--- src/rtl/list_pkg.sv ---
// Shared types and widths for the digit-pair MAC sequencer.
package list_pkg;

  localparam int unsigned DIGIT_W    = 4;
  localparam int unsigned IDX_W      = 3;
  localparam int unsigned LUT_DATA_W = 17;
  // Largest operand the 3-bit digit indices can address.
  localparam int unsigned MAX_DIGITS = 8;

  typedef enum logic [1:0] {
    StIdle,
    StIssue,
    StDrain,
    StDone
  } seq_state_e;

endpackage

--- src/rtl/list_valid_pipe.sv ---
// Valid-bit shift register that tracks which lookup returns carry a real partial.
module list_valid_pipe #(
  parameter int unsigned DEPTH = 1
) (
  input  logic clk,
  input  logic rst,
  input  logic vld_i,
  output logic tail_o,
  output logic busy_o
);

  logic [DEPTH-1:0] pipe_q, pipe_d;

  // Shift one slot per cycle; a new bit enters at index 0.
  always_comb begin
    pipe_d = (pipe_q << 1) | DEPTH'(vld_i);
  end

  // Async clear drops any in-flight partials on reset.
  always_ff @(posedge clk or posedge rst) begin
    if (rst) begin
      pipe_q <= '0;
    end else begin
      pipe_q <= pipe_d;
    end
  end

  assign tail_o = pipe_q[DEPTH-1];
  assign busy_o = |pipe_q;

endmodule

--- src/rtl/list_mac_sequencer.sv ---
// Latches two multi-digit operands, issues every digit pair to the lookup unit
// (i outer, j inner) and accumulates the returned shifted partials.
// Optional LIST_SEQ_PERF_EN adds a 16-bit saturating accept-to-result cycle count.
module list_mac_sequencer
  import list_pkg::*;
#(
  parameter int unsigned N_DIGITS = 2,
  parameter int unsigned LUT_LAT  = 1,
  parameter int unsigned ACC_W    = 20
) (
  input  logic                         clk,
  input  logic                         rst,
  input  logic                         in_valid,
  output logic                         in_ready,
  input  logic [DIGIT_W*N_DIGITS-1:0]  op_a,
  input  logic [DIGIT_W*N_DIGITS-1:0]  op_b,
  output logic [DIGIT_W-1:0]           comp1,
  output logic [DIGIT_W-1:0]           comp2,
  output logic [IDX_W-1:0]             i,
  output logic [IDX_W-1:0]             j,
  input  logic [LUT_DATA_W-1:0]        lut_data,
  output logic                         out_valid,
  input  logic                         out_ready,
  output logic [ACC_W-1:0]             result,
  output logic                         busy
`ifdef LIST_SEQ_PERF_EN
  ,
  output logic [15:0]                  cycles
`endif
);

  localparam logic [IDX_W-1:0] LastIdx = IDX_W'(N_DIGITS - 1);
  localparam int unsigned      OpW     = N_DIGITS * DIGIT_W;
  localparam int unsigned      PackW   = MAX_DIGITS * DIGIT_W;

  seq_state_e                        state_q, state_d;
  logic [OpW-1:0]                    op_a_q, op_a_d, op_b_q, op_b_d;
  logic [ACC_W-1:0]                  acc_q, acc_d, result_q, result_d;
  logic [DIGIT_W-1:0]                comp1_q, comp1_d, comp2_q, comp2_d;
  logic [IDX_W-1:0]                  i_q, i_d, j_q, j_d;
  logic                              issue_vld_q, issue_vld_d;
  logic                              in_ready_q, in_ready_d;
  logic                              out_valid_q, out_valid_d;
  logic                              busy_q, busy_d;
  logic                              pipe_tail, pipe_busy, accept, finish;
  // Zero-padded digit views so a 3-bit index never runs off the end.
  logic [MAX_DIGITS-1:0][DIGIT_W-1:0] a_in, b_in, a_lat, b_lat;

  assign a_in   = PackW'(op_a);
  assign b_in   = PackW'(op_b);
  assign a_lat  = PackW'(op_a_q);
  assign b_lat  = PackW'(op_b_q);
  assign accept = (state_q == StIdle) && in_valid;
  assign finish = (state_q == StDrain) && !pipe_busy;

  // issue_vld_q marks cycles where comp/i/j present a freshly issued pair.
  list_valid_pipe #(
    .DEPTH (LUT_LAT)
  ) u_valid_pipe (
    .clk    (clk),
    .rst    (rst),
    .vld_i  (issue_vld_q),
    .tail_o (pipe_tail),
    .busy_o (pipe_busy)
  );

  // Next-state: pair walk, accumulation and handshake outputs.
  always_comb begin
    state_d     = state_q;
    op_a_d      = op_a_q;
    op_b_d      = op_b_q;
    acc_d       = acc_q;
    result_d    = result_q;
    comp1_d     = comp1_q;
    comp2_d     = comp2_q;
    i_d         = i_q;
    j_d         = j_q;
    issue_vld_d = 1'b0;
    in_ready_d  = in_ready_q;
    out_valid_d = out_valid_q;
    busy_d      = busy_q;

    if (pipe_tail) begin
      acc_d = acc_q + ACC_W'(lut_data);
    end

    unique case (state_q)
      StIdle: begin
        if (in_valid) begin
          op_a_d      = op_a;
          op_b_d      = op_b;
          acc_d       = '0;
          i_d         = '0;
          j_d         = '0;
          comp1_d     = a_in[0];
          comp2_d     = b_in[0];
          issue_vld_d = 1'b1;
          in_ready_d  = 1'b0;
          busy_d      = 1'b1;
          state_d     = StIssue;
        end
      end
      StIssue: begin
        if (i_q == LastIdx && j_q == LastIdx) begin
          state_d = StDrain;
        end else begin
          if (j_q == LastIdx) begin
            i_d = i_q + 1'b1;
            j_d = '0;
          end else begin
            j_d = j_q + 1'b1;
          end
          comp1_d     = a_lat[i_d];
          comp2_d     = b_lat[j_d];
          issue_vld_d = 1'b1;
        end
      end
      StDrain: begin
        if (!pipe_busy) begin
          result_d    = acc_q;
          out_valid_d = 1'b1;
          state_d     = StDone;
        end
      end
      StDone: begin
        if (out_ready) begin
          out_valid_d = 1'b0;
          in_ready_d  = 1'b1;
          busy_d      = 1'b0;
          state_d     = StIdle;
        end
      end
      default: state_d = StIdle;
    endcase
  end

  // State and registered outputs.
  always_ff @(posedge clk or posedge rst) begin
    if (rst) begin
      state_q     <= StIdle;
      op_a_q      <= '0;
      op_b_q      <= '0;
      acc_q       <= '0;
      result_q    <= '0;
      comp1_q     <= '0;
      comp2_q     <= '0;
      i_q         <= '0;
      j_q         <= '0;
      issue_vld_q <= 1'b0;
      in_ready_q  <= 1'b1;
      out_valid_q <= 1'b0;
      busy_q      <= 1'b0;
    end else begin
      state_q     <= state_d;
      op_a_q      <= op_a_d;
      op_b_q      <= op_b_d;
      acc_q       <= acc_d;
      result_q    <= result_d;
      comp1_q     <= comp1_d;
      comp2_q     <= comp2_d;
      i_q         <= i_d;
      j_q         <= j_d;
      issue_vld_q <= issue_vld_d;
      in_ready_q  <= in_ready_d;
      out_valid_q <= out_valid_d;
      busy_q      <= busy_d;
    end
  end

  assign in_ready  = in_ready_q;
  assign out_valid = out_valid_q;
  assign result    = result_q;
  assign busy      = busy_q;
  assign comp1     = comp1_q;
  assign comp2     = comp2_q;
  assign i         = i_q;
  assign j         = j_q;

`ifdef LIST_SEQ_PERF_EN
  logic [15:0] run_cnt_q, run_cnt_d, cycles_q, cycles_d;

  // Running count starts at 1 on the accept edge; snapshot it when the result turns valid.
  always_comb begin
    run_cnt_d = run_cnt_q;
    cycles_d  = cycles_q;
    if (accept) begin
      run_cnt_d = 16'd1;
    end else if ((state_q == StIssue || state_q == StDrain) && run_cnt_q != 16'hFFFF) begin
      run_cnt_d = run_cnt_q + 16'd1;
    end
    if (finish) begin
      cycles_d = run_cnt_q;
    end
  end

  // Performance counter registers.
  always_ff @(posedge clk or posedge rst) begin
    if (rst) begin
      run_cnt_q <= '0;
      cycles_q  <= '0;
    end else begin
      run_cnt_q <= run_cnt_d;
      cycles_q  <= cycles_d;
    end
  end

  assign cycles = cycles_q;
`endif

endmodule

--- config.mk ---
export PLATFORM = sky130hd
export DESIGN_NAME = list_mac_sequencer
export DESIGN_NICKNAME = d
export VERILOG_FILES = /design/src/rtl/list_pkg.sv /design/src/rtl/list_valid_pipe.sv /design/src/rtl/list_mac_sequencer.sv
export SDC_FILE = /design/constraint.sdc
export NUM_CORES = 1
export LEC_CHECK = 0
export ABC_CLOCK_PERIOD_IN_PS = 2600
export CAP_MARGIN = 20
export CORE_ASPECT_RATIO = 0.6
export CORE_MARGIN = 10
export CORE_UTILIZATION = 48
export DETAILED_ROUTE_END_ITERATION = 7
export GPL_TIMING_DRIVEN = 0
export PLACE_DENSITY = 0.81
export SETUP_SLACK_MARGIN = 0.1
export SYNTH_ARGS = -nofsm -noshare
export SYNTH_HDL_FRONTEND = slang
export SYNTH_SLANG_ARGS = --single-unit
export TNS_END_PERCENT = 10
--- constraint.sdc ---
create_clock -name clk -period 2.6 [get_ports clk]
set_input_delay 0.52 -clock clk [delete_from_list [all_inputs] [get_ports clk]]
set_output_delay 0.52 -clock clk [all_outputs]
set_load 0.02 [all_outputs]
==> impl_metrics.toml <==
[placement]
portBuffers = 73
routabilityCongestion = 0.895
dpl_worst_slack_ns = -0.459
post-dp-hpwl_microns = 8490
placed_area_sq_um = 5160

[timing]
slew_violations = 0
worst_hold_slack_ns = 0.359
clock.fmax_mhz = 409
fin_ws_ns = 0.155
fin_crit_ns = 2.45
hold_viol = 0
fin_skew_ns = 0.00386
tns_ns = 0
fin_crit_sh_pct = 94.0
relSlewSlack_pct = 46.3
rsz0062_at_grt = "true"
worst_pin_slew_ns = 0.806
finalSetupViolCount = 0

[power]
pwr_density_cell_nw_per_um2 = 1340
ir_drop_mv = 0.583
p_leak_nw = 2.53

[setup_path]
path_class = "primary input to flip-flop"
cp.arrival_ns = 2.66
r2r_end = "acc_q[16]$_DFF_PP0_"
reg2regPathDepth = 8
cp-startpoint = "lut_data[3]"
endpoint = "acc_q[16]$_DFF_PP0_"
crit_path_max_fanout = 5
critical-path-max-stage-delay_ns = 0.41
r2r_start = "acc_q[0]$_DFF_PP0_"
path_cells = "clkdlybuf4s50_1, ha_1, and3_1, a221oi_4, o31ai_4, o32ai_2, xor2_1, a21oi_1"
critPathLaunchType = "primary input"
crit_path_end_kind = "flip-flop"
slowest_stage = "clkdlybuf4s50_1"
r2r_slack_ns = 0.18
cp.required_ns = 2.81

[final_layout]
finish.utilization_pct = 65.4
mostFrequentLayoutCell = "nand2_1"
drive_above_1_share_pct = 14.5
syn2layout_area_growth_pct = 31.4
final_cell_mix = "78 x nand2_1, 76 x dfrtp_1, 71 x clkdlybuf4s50_1"
antenna_cells = 0
fin_nets = 574
final_cell_area_sq_um = 5590

[die]
die_area_sq_um = 13200
start_util_pct = 49.7
die_h_microns = 92.9
io_pins = 74
coreArea_sq_um = 8560
die-width_microns = 142
rows = 26

[global_routing]
grt_first_pass_wirelength_microns = 18900
grt_antenna_before_repair = 0
overflow = 0
grt_pass1_vias = 3631
track_usage_pct = 17.8
grt_max_degree = 73

[synth]
ys.flop_type = "dfrtp_1"
synth_edf_count = 0
synth.ff_latch_count = 77
ys_async_sr_fraction_pct = 100
syn_area_per_cell_sq_um = 10.0
ys_warn_count = 0
yosysSeqAreaShare_pct = 45.3
syn_nets = 485
syn_inst = 424
syn_area_sq_um = 4260
synth_cell_type_count = 63

[routing]
wl_per_cell_microns = 18.4
routed_wl_microns = 11600
dr_total_vias = 3537
first_iter_violations = 267
vias_per_cell = 5.61
drt-pass1-iter-count = 4
antenna_left = 0
drc_errors = 0

[clocking]
cts-htree-levels = 3
cts-buffers-inserted = 9
clk_pin_slew_worst_paths_ns = 0.06
cts-root-buf = "clkbuf_16"
cts_tree = "built"
clkLatencyLatePin_ns = 0.35
clkSinkCount = 77
cts_max_path_buffers = 2

[outcome]
status = "completed"

[min_path]
hold_class = "flip-flop to flip-flop"

[run]
cap_violations = 0
## cell type report
class	instances	area [sq um]
fillers	693	2960
multi-input cells	320	2310
flip-flops and latches	77	1930
repair buffers	79	801
clock buffers	10	239
well taps	112	140
plain buffers	16	76.3
clock inverters	6	62.6
inverters	10	40.0
## report_power, final
group          internal, mW  switching [mW]
Combinational          1.87            2.24
Clock                 0.765           0.510
Sequential             1.76           0.367
Total                  4.40            3.11
## Yosys cell counts, drive strengths merged (7+ instances only)
cell | n | area (sq um)
dfrtp | 76 | 1900
clkbuf | 10 | 37.5
a21oi | 22 | 110
nand2b | 7 | 43.8
nor2 | 19 | 71.3
nand2 | 78 | 293
xnor2 | 7 | 61.3
ha | 23 | 288
buf | 7 | 42.5
a21o | 13 | 97.6
nand3 | 8 | 40.0
nor3 | 7 | 35.0
mux2 | 25 | 282
inv | 9 | 33.8
mux2i | 12 | 120
o21ai | 31 | 159
## flip-flops by register name, summed over array words and instances (netlist names), 3 cells and up
signal  cells
acc_q      20
comp1       4
j           3
op_b_q      8
i           3
comp2       4
op_a_q      8
result     20
## timing repair
action / CTS / global route
gates resized for setup: 6 / 14
hold buffers: 0 / 0
pin swaps: 9 / 10
setup buffers: 3 / 2
endpoints found under the setup margin: 5 / 7
## cells by family (layout without fill, tap and decap cells)
family / count (synthesis) / after routing / share of synthesized area, %
muxes: 37 / 37 / 9.44
DFF: 77 / 77 / 45.3
buffers and inverters: 27 / 121 / 2.76
AOI/OAI and AO/OA: 104 / 104 / 17.1
adders and majority gates: 24 / 24 / 7.23
and+or+nand+nor: 143 / 143 / 15.6
xor gates and xnor gates: 12 / 12 / 2.47
## worst min-delay path by stage
| stage | cells past startpoint | to | from |
|---|---|---|---|
| finish | 0 | u_valid_pipe.busy_o$_DFF_PP0_ | issue_vld_q$_DFF_PP0_ |
| global route | 0 | u_valid_pipe.busy_o$_DFF_PP0_ | issue_vld_q$_DFF_PP0_ |
| CTS | 0 | u_valid_pipe.busy_o$_DFF_PP0_ | issue_vld_q$_DFF_PP0_ |
| detailed placement | 0 | u_valid_pipe.busy_o$_DFF_PP0_ | issue_vld_q$_DFF_PP0_ |
| global placement | 0 | u_valid_pipe.busy_o$_DFF_PP0_ | issue_vld_q$_DFF_PP0_ |
| floorplan | 0 | u_valid_pipe.busy_o$_DFF_PP0_ | issue_vld_q$_DFF_PP0_ |
## layer usage
metal,vias up,global-route usage (%),part of all wire [%],wire [microns]
li1,1691,-,-,-
met1,1728,24.1,47,5410
met3,12,6.32,7.1,819
met5,-,0,0,0
met2,106,25.9,45,5260
met4,0,5.85,1.1,127
## metrics by stage
| stage | total power, mW | instances |
|---|---|---|
| 2_1_floorplan | 4.72 | 424 |
| 3_3_place_gp | 5.85 | 609 |
| 3_5_place_dp | 6.00 | 610 |
| 4_1_cts | 7.39 | 629 |
| 5_1_grt | 8.03 | 630 |
| 6_report | 7.51 | 630 |
## critical path, delay by kind of cell
| family | cells | cell delay [ns] |
|---|---|---|
| AOI/OAI and AO/OA | 4 | 0.89 |
| buffers and inverters | 1 | 0.41 |
| adders and majority gates | 1 | 0.40 |
| and+or+nand+nor | 1 | 0.21 |
| xor gates and xnor gates | 1 | 0.20 |
No activity file was read; power rests on OpenSTA's default activity.
